<file path="src/rtl/script_runner.sv">
// ---------------------------------------------------------------------------
// script_runner
//   Executes a small byte-code script from an external script memory and
//   drives the UART transmit handshake. The instruction set is:
//     000 END     finish and hold DONE
//     001 SEND    offer argument byte to the UART, wait for data_ready
//     010 WAIT    idle for argument * TICKS_PER_UNIT clocks
//     011 JUMP    pc <= argument
//     100 WAITFB  wait until the UART receives a byte equal to argument
//     101-111     illegal -> ERROR
//   Instruction fields: opcode = script[15:13], argument = script[7:0].
//
// Ports
//   uart_clk        16x baud clock, the only clock
//   reset_n         synchronous active-low reset
//   script_mode     high while a script is being loaded (forces abort)
//   script[15:0]    instruction at pc, valid one cycle after pc changes
//   run_enable      level request to execute the script
//   data_ready      one-cycle pulse: offered byte has been transmitted
//   feedback_valid  received-byte strobe
//   feedback_bits   received byte
//   pc[7:0]         instruction address to the script memory
//   data_send[7:0]  byte offered to the UART
//   data_req        data_send holds a byte awaiting transmission
//   running         executing (FETCH/DECODE/SEND/WAIT/FBWAIT)
//   done            script finished with END
//   error           illegal opcode hit; pc holds its address
// ---------------------------------------------------------------------------
module script_runner #(
  parameter int unsigned TICKS_PER_UNIT = 15360
) (
  input  logic        uart_clk,
  input  logic        reset_n,
  input  logic        script_mode,
  input  logic [15:0] script,
  input  logic        run_enable,
  input  logic        data_ready,
  input  logic        feedback_valid,
  input  logic [7:0]  feedback_bits,
  output logic [7:0]  pc,
  output logic [7:0]  data_send,
  output logic        data_req,
  output logic        running,
  output logic        done,
  output logic        error
);

  // Counter must hold 255 * TICKS_PER_UNIT.
  localparam int unsigned CNT_MAX = 255 * TICKS_PER_UNIT;
  localparam int          CNT_W   = (CNT_MAX < 2) ? 1 : $clog2(CNT_MAX + 1);
  localparam logic [CNT_W-1:0] TICKS = CNT_W'(TICKS_PER_UNIT);

  localparam logic [2:0] OP_END    = 3'b000;
  localparam logic [2:0] OP_SEND   = 3'b001;
  localparam logic [2:0] OP_WAIT   = 3'b010;
  localparam logic [2:0] OP_JUMP   = 3'b011;
  localparam logic [2:0] OP_WAITFB = 3'b100;

  typedef enum logic [2:0] {
    S_IDLE,
    S_FETCH,
    S_DECODE,
    S_SEND,
    S_WAIT,
    S_FBWAIT,
    S_DONE,
    S_ERROR
  } state_e;

  state_e           state_q, state_d;
  logic [7:0]       pc_q, pc_d;
  logic [7:0]       data_send_q, data_send_d;
  logic             data_req_q, data_req_d;
  logic [CNT_W-1:0] cnt_q, cnt_d;
  logic [7:0]       arg_q, arg_d;
  logic             running_q, running_d;
  logic             done_q, done_d;
  logic             error_q, error_d;

  logic [2:0] opcode;
  logic [7:0] argument;
  logic       abort;

  // script[12:8] carries no meaning for this instruction set.
  logic       unused_script_bits;
  assign unused_script_bits = ^script[12:8];

  assign opcode   = script[15:13];
  assign argument = script[7:0];
  assign abort    = script_mode | ~run_enable;

  always_comb begin
    state_d     = state_q;
    pc_d        = pc_q;
    data_send_d = data_send_q;
    data_req_d  = data_req_q;
    cnt_d       = cnt_q;
    arg_d       = arg_q;

    // Abort wins over every in-flight handshake, including a data_ready or
    // feedback match in the same cycle; a withdrawn byte is not retried.
    if (state_q != S_IDLE && abort) begin
      state_d     = S_IDLE;
      pc_d        = 8'd0;
      data_send_d = 8'd0;
      data_req_d  = 1'b0;
      cnt_d       = '0;
    end else begin
      unique case (state_q)
        S_IDLE: begin
          if (run_enable && !script_mode) begin
            pc_d    = 8'd0;
            state_d = S_FETCH;
          end
        end

        // One cycle for the script memory to present mem[pc].
        S_FETCH: state_d = S_DECODE;

        S_DECODE: begin
          arg_d = argument;
          unique case (opcode)
            OP_END: state_d = S_DONE;
            OP_SEND: begin
              data_send_d = argument;
              data_req_d  = 1'b1;
              state_d     = S_SEND;
            end
            OP_WAIT: begin
              // A zero-length wait skips the WAIT state entirely.
              if (argument == 8'd0) begin
                pc_d    = pc_q + 8'd1;
                state_d = S_FETCH;
              end else begin
                cnt_d   = CNT_W'(argument) * TICKS;
                state_d = S_WAIT;
              end
            end
            OP_JUMP: begin
              pc_d    = argument;
              state_d = S_FETCH;
            end
            OP_WAITFB: state_d = S_FBWAIT;
            default:   state_d = S_ERROR;
          endcase
        end

        S_SEND: begin
          if (data_ready) begin
            pc_d        = pc_q + 8'd1;
            data_req_d  = 1'b0;
            data_send_d = 8'd0;
            state_d     = S_FETCH;
          end
        end

        // Leaving on count==1 makes WAIT last exactly the loaded count.
        S_WAIT: begin
          if (cnt_q <= CNT_W'(1)) begin
            cnt_d   = '0;
            pc_d    = pc_q + 8'd1;
            state_d = S_FETCH;
          end else begin
            cnt_d = cnt_q - CNT_W'(1);
          end
        end

        S_FBWAIT: begin
          if (feedback_valid && feedback_bits == arg_q) begin
            pc_d    = pc_q + 8'd1;
            state_d = S_FETCH;
          end
        end

        // Held until abort (run_enable low or script_mode high).
        S_DONE:  state_d = S_DONE;
        S_ERROR: state_d = S_ERROR;

        default: state_d = S_IDLE;
      endcase
    end

    // Status flags are registered copies of the next state.
    running_d = (state_d == S_FETCH)  || (state_d == S_DECODE) ||
                (state_d == S_SEND)   || (state_d == S_WAIT)   ||
                (state_d == S_FBWAIT);
    done_d    = (state_d == S_DONE);
    error_d   = (state_d == S_ERROR);
  end

  always_ff @(posedge uart_clk) begin
    if (!reset_n) begin
      state_q     <= S_IDLE;
      pc_q        <= 8'd0;
      data_send_q <= 8'd0;
      data_req_q  <= 1'b0;
      cnt_q       <= '0;
      arg_q       <= 8'd0;
      running_q   <= 1'b0;
      done_q      <= 1'b0;
      error_q     <= 1'b0;
    end else begin
      state_q     <= state_d;
      pc_q        <= pc_d;
      data_send_q <= data_send_d;
      data_req_q  <= data_req_d;
      cnt_q       <= cnt_d;
      arg_q       <= arg_d;
      running_q   <= running_d;
      done_q      <= done_d;
      error_q     <= error_d;
    end
  end

  assign pc        = pc_q;
  assign data_send = data_send_q;
  assign data_req  = data_req_q;
  assign running   = running_q;
  assign done      = done_q;
  assign error     = error_q;

endmodule

</file>
<file path="config.mk">
export PLATFORM = sky130hd
export DESIGN_NAME = script_runner
export DESIGN_NICKNAME = d
export VERILOG_FILES = /design/src/rtl/script_runner.sv
export SDC_FILE = /design/constraint.sdc
export NUM_CORES = 1
export LEC_CHECK = 0
export CAP_MARGIN = 30
export CORE_ASPECT_RATIO = 1.2
export CORE_MARGIN = 10
export CORE_UTILIZATION = 45
export CTS_CLUSTER_SIZE = 8
export DETAILED_ROUTE_END_ITERATION = 10
export GPL_TIMING_DRIVEN = 0
export HOLD_SLACK_MARGIN = 0.1
export PLACE_DENSITY = 0.73
export SKIP_CTS_REPAIR_TIMING = 1
export SLEW_MARGIN = 20
export SYNTH_ARGS = -nofsm -noshare
export SYNTH_HDL_FRONTEND = slang
export SYNTH_SLANG_ARGS = --single-unit
</file>
<file path="constraint.sdc">
create_clock -name uart_clk -period 8 [get_ports uart_clk]
set_input_delay 0.8 -clock uart_clk [delete_from_list [all_inputs] [get_ports uart_clk]]
set_output_delay 0.8 -clock uart_clk [all_outputs]
set_load 0.005 [all_outputs]
</file>
==> results of run 1 <==
[per-stage QoR]
step / power [mW] / util [%] / hold WS (ns)
finish: 0.595 / 54.0 / 0.485
floorplan: 0.392 / - / 0.456
CTS: 0.599 / 54.0 / 0.490
detailed placement: 0.444 / 52.9 / 0.478
global route: 0.632 / 54.0 / 0.505
global placement: 0.441 / 52.9 / 0.467
[cell type report]
type	instances	area [sq um]
sequential	53	1060
clock buffer	7	86.3
tap	95	119
multi-input combinational	342	2540
fill	787	3730
inverter	16	60.1
buffer	17	81.3
timing repair buffer	43	430
[logic make-up (layout without fill, tap and decap cells)]
group | count (synthesis) | count (layout)
compound gates | 101 | 101
xor+xnor | 26 | 26
fa+ha+maj | 35 | 35
buf+inv | 33 | 83
flops | 53 | 53
mux | 3 | 3
simple gates | 177 | 177
[cell usage in the layout, fill, tap and decap left out, drive strengths merged, types with 4 or more instances in the layout]
cell type,instances
ha,22
nor3,13
clkdlybuf4s50,43
nor2b,7
dfxtp,53
nor4,11
o211ai,7
xor2,10
fa,13
and3,5
nor3b,5
nand3,25
xnor2,16
clkbuf,17
a21oi,18
inv,16
o32ai,4
a211oi,4
o21ai,21
a32o,7
a22oi,8
nand4,5
a221oi,4
nor2,50
o31ai,5
buf,7
a21boi,9
nand2,33
[routing by layer]
layer  vias to the layer above  global-route usage (%)  part of all wire (%)
li1                       1653                       -                     -
met1                      1591                    19.1                    42
met2                        91                    28.0                    51
met3                        13                    3.27                   5.4
met4                         0                    6.18                   2.1
met5                         -                       0                     0
[cells in the mapped netlist, drive strengths merged, types with 7 or more instances]
cell type / number / area (sq um)
a21boi: 9 / 67.6
a21oi: 18 / 90.1
a22oi: 8 / 60.1
a32o: 7 / 70.1
buf: 7 / 43.8
clkbuf: 10 / 37.5
dfxtp: 53 / 1060
fa: 13 / 260
ha: 22 / 275
inv: 16 / 60.1
nand2: 33 / 124
nand3: 25 / 143
nor2: 50 / 188
nor2b: 7 / 43.8
nor3: 13 / 80.1
nor4: 11 / 126
o211ai: 7 / 72.6
o21ai: 21 / 109
xnor2: 16 / 140
xor2: 10 / 87.6
[worst max path at each step]
stage	from	endpoint	slack, ns	cells past startpoint
6_report	script[2]	cnt_q[21]	3.89	10
5_1_grt	script[2]	cnt_q[21]	3.67	10
4_1_cts	script[2]	cnt_q[21]	3.88	10
3_5_place_dp	script[2]	cnt_q[21]	3.55	10
3_3_place_gp	script[2]	cnt_q[21]	3.57	10
2_1_floorplan	script[0]	cnt_q[21]	4.55	9
[flip-flops by register name (all words and copies together), names as in the netlist]
register and count:
data_req 1, state_q 3, arg_q 8, running 1
cnt_q 22, done 1, data_send 8, pc 8
error 1
[power breakdown]
group / total [mW] / switching (mW) / internal [mW]
clock: 0.155 / 0.0857 / 0.0689
combinational: 0.172 / 0.0949 / 0.0774
sequential: 0.268 / 0.00249 / 0.266
[worst max-delay path, stage by stage]
cell,delay [ns]
clkdlybuf4s50_1,0.78
fa_1,0.55
fa_1,0.49
ha_1,0.31
a211oi_1,0.30
o21bai_1,0.15
a221o_1,0.37
nand3_1,0.10
a2111oi_0,0.09
or3_1,0.36
==> flow_summary.yaml, run 1 <==
synthesis:
  postSynthCellCount: 428
  synth-seq-cells: 53
  synth_fa_ha_area_share_pct: 14.3
  synth-edff-count: 0
  ys.flop_type: "dfxtp_1"
  synthSimpleGateAreaFrac_pct: 26.4
  synthArstFlopShare_pct: 0
  synth_cell_types: 68
  avgSynthCellArea_sq_um: 8.74
  synthesis.area_sq_um: 3740
  synth_compound_area_share_pct: 20.2
  syn-num-nets: 493
  yosys_warnings: 0
  synth_top_family_by_area: "simple AND/OR/NAND/NOR gates"
  synth_xor_area_share_pct: 6.09
  synth.area.mux_share_pct: 0.803
  ys_seq_area_share_pct: 28.4
clock_network:
  clk_pin_slew_ns: 0.09
  cts-root-buf: "clkbuf_8"
  tritoncts: "done"
  h-tree-depth: 2
  clock-sinks: 53
  cts_buffer_depth: 2
  cts_buffers: 5
  worstSkewPairLatency_ns: 0.31
worst_setup_path:
  r2r_setup_slack_ns: 5.60
  required_ns: 8.20
  cp_max_fo: 8
  r2r-start: "state_q[1]"
  r2r-end: "data_send[1]"
  worstSetupPathType: "in2reg"
  arrival_ns: 4.31
  start_kind: "input pin"
  end_kind: "flip-flop"
  worst-r2r-cell-count: 8
floorplanning:
  die_area_sq_um: 12400
  design.core.area_sq_um: 8110
  die_h_um: 120
  rows: 36
  start_util_pct: 46.1
  boundaryPins: 50
  die_w_um: 103
sta:
  finalMaxSlewViolations: 0
  fin_crit_ns: 4.11
  finalSetupTns_ns: 0
  setup_violations: 0
  tightest_slew_ns: 0.721
  grt_setup_unrepaired: "false"
  final-hold-violation-count: 0
  fin_ws_ns: 3.89
  fmax_mhz: 244
  fin_crit_sh_pct: 51.3
  skew_ns: 0.00441
  slew_headroom_pct: 52.0
pwr:
  p_leak_nw: 1.67
  ir_drop_mv: 0.104
  powerDensity_nw_per_um2: 136
placed_design:
  portBuffers: 43
  placed_cell_area_sq_um: 4290
  gp_congestion: 0.887
  dp_hpwl_mm: 7.40
  dpl.cell_count: 566
  post-place-ws_ns: 3.55
hold_path:
  hold_path_startpoint: "arg_q[2]"
  hold_path_end: "arg_q[2]"
  hold_depth: 2
  hold_class: "reg2reg"
finish:
  n_antenna_cell: 0
  nets: 543
  final_cells: 573
  design_area_sq_um: 4370
  syn2layout_area_growth_pct: 17.0
  layout-drive-gt1-share_pct: 8.16
global_routing:
  grtUsageTotal_pct: 16.2
  grt_pass1_wl_mm: 16.5
  grt_overflow_total: 0
  grt_max_degree: 15
  antenna_found_initial: 0
  grt_pass1_vias: 3377
routing:
  routed_wl_mm: 9.56
  drc: 0
  dr.pass1.iters: 4
  wire_per_inst_um: 16.7
  drt-initial-drc-count: 216
  detail-route-antenna-nets: 0
  via_per_inst: 5.84
  num_vias: 3348
outcome:
  status: "finished clean"
run:
  drv_cap: 0
No activity file was read; power rests on OpenSTA's default activity.
==> run 2: changes to the inputs <==
--- a/config.mk
+++ b/config.mk
@@ -13,7 +13,7 @@
 export DETAILED_ROUTE_END_ITERATION = 10
 export GPL_TIMING_DRIVEN = 0
 export HOLD_SLACK_MARGIN = 0.1
-export PLACE_DENSITY = 0.73
+export PLACE_DENSITY = 0.76
 export SKIP_CTS_REPAIR_TIMING = 1
 export SLEW_MARGIN = 20
 export SYNTH_ARGS = -nofsm -noshare
==> constraint.sdc (replaced) <==
create_clock -name uart_clk -period 3.41 [get_ports uart_clk]
set_input_delay 0.341 -clock uart_clk [delete_from_list [all_inputs] [get_ports uart_clk]]
set_output_delay 0.341 -clock uart_clk [all_outputs]
set_load 0.005 [all_outputs]
==> flow_summary.yaml, run 2 (same netlist as run 1, synthesis figures left out) <==
routing:
  routed_wl_mm: 9.61
  via_per_inst: 5.84
  detail-route-antenna-nets: 0
  dr.pass1.iters: 4
  wire_per_inst_um: 16.7
  drc: 0
  drt-initial-drc-count: 183
  num_vias: 3355
placed_design:
  gp_congestion: 0.912
  dp_hpwl_mm: 7.43
  portBuffers: 43
  placed_cell_area_sq_um: 4290
finish:
  layout-drive-gt1-share_pct: 8.77
  mostFrequentLayoutCell: "dfxtp_1"
  nets: 543
  nFillCells: 758
  most-common-layout-cells: "dfxtp_1, nor2_1, clkdlybuf4s50_1"
  n_antenna_cell: 0
  design_area_sq_um: 4400
  syn2layout_area_growth_pct: 17.7
  regMostFlops: "cnt_q"
  largest_reg_flops: 22
  multi_input_area_sq_um: 2540
  final-seq-area_sq_um: 1060
global_routing:
  grt_overflow_total: 0
  grt_pass1_vias: 3384
  grt_pass1_wl_mm: 16.1
  grt_max_degree: 17
  antenna_found_initial: 0
  grtUsageTotal_pct: 15.8
pwr:
  clkPwrFrac_pct: 29.7
  seqPwrFrac_pct: 42.8
  internal_power_mw: 1.02
  pwr-share-comb_pct: 27.5
  p_sw_mw: 0.446
  powerDensity_nw_per_um2: 334
  finalPower_mw: 1.47
  ir_drop_mv: 0.181
  p_leak_nw: 1.73
  swShare_pct: 30.3
worst_setup_path:
  end_kind: "flip-flop"
  required_ns: 3.62
  arrival_ns: 3.42
  worstSetupPathType: "in2reg"
  start_kind: "input pin"
  cp_max_fo: 7
sta:
  grt_setup_unrepaired: "false"
  tightest_slew_ns: 0.691
  fmax_mhz: 312
  finalMaxSlewViolations: 0
  slew_headroom_pct: 53.9
  setup_violations: 0
  final-hold-violation-count: 0
  finalSetupTns_ns: 0
  fin_crit_sh_pct: 94.1
  fin_crit_ns: 3.21
  skew_ns: 0.0114
clock_network:
  cts_buffers: 5
  cts_buffer_depth: 2
  clk_pin_slew_ns: 0.10
  h-tree-depth: 2
  tritoncts: "done"
  clock-sinks: 53
  worstSkewPairLatency_ns: 0.31
  cts-root-buf: "clkbuf_8"
run:
  drv_cap: 0
floorplanning:
  die_area_sq_um: 12400
  design.core.area_sq_um: 8110
  start_util_pct: 46.1
  boundaryPins: 50
  die_h_um: 120
  rows: 36
  die_w_um: 103
hold_path:
  hold_class: "in2reg"
outcome:
  status: "finished clean"
[run 2: final cells by class]
cell class | instances | area share [%]
Clock buffer | 6 | 1.65
Clock inverter | 2 | 0.881
Multi-Input combinational cell | 342 | 57.6
Buffer | 17 | 1.85
Tap cell | 95 | 2.70
Sequential cell | 53 | 24.1
Inverter | 16 | 1.36
Timing Repair Buffer | 43 | 9.84
[run 2: final timing paths]
path,startpoint,endpoint,slack [ns],depth (start not counted)
worst max-delay path,script[1],cnt_q[21],0.20,10
worst min-delay path,script[2],arg_q[2],0.47,3
worst max register to register,state_q[1],data_req,1.05,8
worst min register to register,arg_q[5],arg_q[5],0.49,2
[run 2: worst max-delay path, cell delays in order]
cell and delay [ns]:
dlymetal6s2s_1 0.37, fa_1 0.53, fa_1 0.49, ha_1 0.31
a211oi_1 0.28, o21bai_1 0.16, a221o_1 0.37, nand3_1 0.11
a2111oi_0 0.09, or3_1 0.36
[run 2: per-stage QoR]
step,util [%],hold slack (ns),setup slack (ns),std cells
after floorplan,-,0.456,0.416,428
after global placement,52.9,0.467,-0.556,566
after detailed placement,52.9,0.477,-0.570,566
after CTS,54.3,0.493,-0.229,574
after global routing,54.3,0.494,0.0252,574
final,54.3,0.473,0.201,574
[run 2: per-layer routing]
| layer | wire length (um) | part of all wire [%] | track usage (%) | vias to the layer above |
|---|---|---|---|---|
| met1 | 4100 | 43 | 18.5 | 1600 |
| met3 | 502 | 5.2 | 3.85 | 12 |
| met5 | 0 | 0 | 0 | - |
| met2 | 4860 | 51 | 27.7 | 89 |
| li1 | - | - | - | 1654 |
| met4 | 140 | 1.5 | 4.18 | 0 |
[run 2: power groups by stage]
stage / registers (mW) / clock network (mW) / logic, mW
3_3_place_gp: 0.643 / 0 / 0.388
6_report: 0.629 / 0.438 / 0.404
4_1_cts: 0.629 / 0.445 / 0.405
3_5_place_dp: 0.643 / 0 / 0.401
5_1_grt: 0.630 / 0.467 / 0.452
2_1_floorplan: 0.642 / 0 / 0.278
==> run 3: changes to the inputs <==
--- a/config.mk
+++ b/config.mk
@@ -14,6 +14,7 @@
 export GPL_TIMING_DRIVEN = 0
 export HOLD_SLACK_MARGIN = 0.1
 export PLACE_DENSITY = 0.76
+export REMOVE_ABC_BUFFERS = 1
 export SKIP_CTS_REPAIR_TIMING = 1
 export SLEW_MARGIN = 20
 export SYNTH_ARGS = -nofsm -noshare
==> flow_summary.yaml, run 3 (same netlist as run 1, synthesis figures left out) <==
clock_network:
  h-tree-depth: 2
  worstSkewPairLatency_ns: 0.31
  cts_buffers: 5
  cts-root-buf: "clkbuf_8"
  clk_pin_slew_ns: 0.10
  tritoncts: "done"
  clock-sinks: 53
  cts_buffer_depth: 2
pwr:
  ir_drop_mv: 0.197
  swShare_pct: 31.8
  powerDensity_nw_per_um2: 320
  clkPwrFrac_pct: 25.5
  seqPwrFrac_pct: 45.1
  internal_power_mw: 0.955
  p_sw_mw: 0.445
  finalPower_mw: 1.40
  pwr-share-comb_pct: 29.5
  p_leak_nw: 1.72
floorplanning:
  start_util_pct: 46.1
  design.core.area_sq_um: 8110
  rows: 36
  die_w_um: 103
  die_area_sq_um: 12400
  die_h_um: 120
  boundaryPins: 50
hold_path:
  hold_path_startpoint: "arg_q[6]"
  hold_class: "reg2reg"
sta:
  fmax_mhz: 313
  tightest_slew_ns: 0.869
  finalSetupTns_ns: 0
  setup_violations: 0
  fin_ws_ns: 0.219
  whs_ns: 0.482
  skew_ns: 0.00978
  finalMaxSlewViolations: 0
  grt_setup_unrepaired: "false"
  final-hold-violation-count: 0
  slew_headroom_pct: 41.9
  fin_crit_ns: 3.19
  fin_crit_sh_pct: 93.6
routing:
  drc: 0
  drt-initial-drc-count: 194
  dr.pass1.iters: 5
  detail-route-antenna-nets: 0
  num_vias: 3315
  wire_per_inst_um: 16.6
  via_per_inst: 5.92
  routed_wl_mm: 9.32
placed_design:
  dp_hpwl_mm: 7.04
  placed_cell_area_sq_um: 4260
  dpl.cell_count: 552
  portBuffers: 44
  gp_congestion: 0.840
  post-place-ws_ns: -0.556
worst_setup_path:
  worstSetupStartpoint: "script[2]"
  worstSetupPathType: "in2reg"
  end_kind: "flip-flop"
  cp_max_fo: 8
  required_ns: 3.60
  start_kind: "input pin"
  r2r-start: "state_q[0]"
  r2r_setup_slack_ns: 0.74
  arrival_ns: 3.38
global_routing:
  grt_pass1_wl_mm: 15.8
  grt_pass1_vias: 3382
  antenna_found_initial: 0
  grt_max_degree: 26
  grtUsageTotal_pct: 15.5
  grt_overflow_total: 0
finish:
  design_area_sq_um: 4380
  layout-drive-gt1-share_pct: 8.17
  regMostFlops: "cnt_q"
  multi_input_area_sq_um: 2560
  n_antenna_cell: 0
  final_cells: 560
  mostFrequentLayoutCell: "dfxtp_1"
  largest_reg_flops: 22
  most-common-layout-cells: "dfxtp_1, nor2_1, clkdlybuf4s50_1"
  nFillCells: 770
  final-seq-area_sq_um: 1060
  syn2layout_area_growth_pct: 17.0
  fin_util_pct: 54.0
  nets: 529
outcome:
  status: "finished clean"
run:
  drv_cap: 0
## run 3: power groups by stage
| stage | Combinational (mW) | Clock (mW) | Sequential [mW] |
|---|---|---|---|
| floorplan | 0.270 | 0 | 0.644 |
| global placement | 0.379 | 0 | 0.645 |
| detailed placement | 0.399 | 0 | 0.645 |
| CTS | 0.405 | 0.362 | 0.631 |
| global route | 0.463 | 0.385 | 0.632 |
| finish | 0.413 | 0.356 | 0.631 |
## run 3: area by class of cell
type                            instances  area share, %
Clock buffer                            6           1.66
Clock inverter                          2          0.229
Inverter                               16           1.37
Multi-Input combinational cell        342           58.5
Sequential cell                        53           24.2
Tap cell                               95           2.72
Timing Repair Buffer                   46           11.3
## run 3: per-layer routing
metal | wire (um) | track usage, % | vias up
li1 | - | - | 1625
met1 | 3950 | 18.8 | 1585
met2 | 4720 | 26.6 | 86
met3 | 435 | 2.87 | 19
met4 | 218 | 5.05 | 0
met5 | 0 | 0 | -
## run 3: critical path, cell delays in order
cell and delay [ns]:
dlymetal6s2s_1 0.40, fa_1 0.55, fa_1 0.49, ha_1 0.32, a211oi_2 0.23, o21bai_1 0.14
a221o_1 0.36, nand3_1 0.10, a2111oi_0 0.09, or3_1 0.35
## run 3: worst paths after layout
kind,endpoint,cells after the start
setup / recovery,cnt_q[21],10
hold / removal,arg_q[6],2
setup reg to reg,data_send[6],6
hold reg to reg,arg_q[6],2
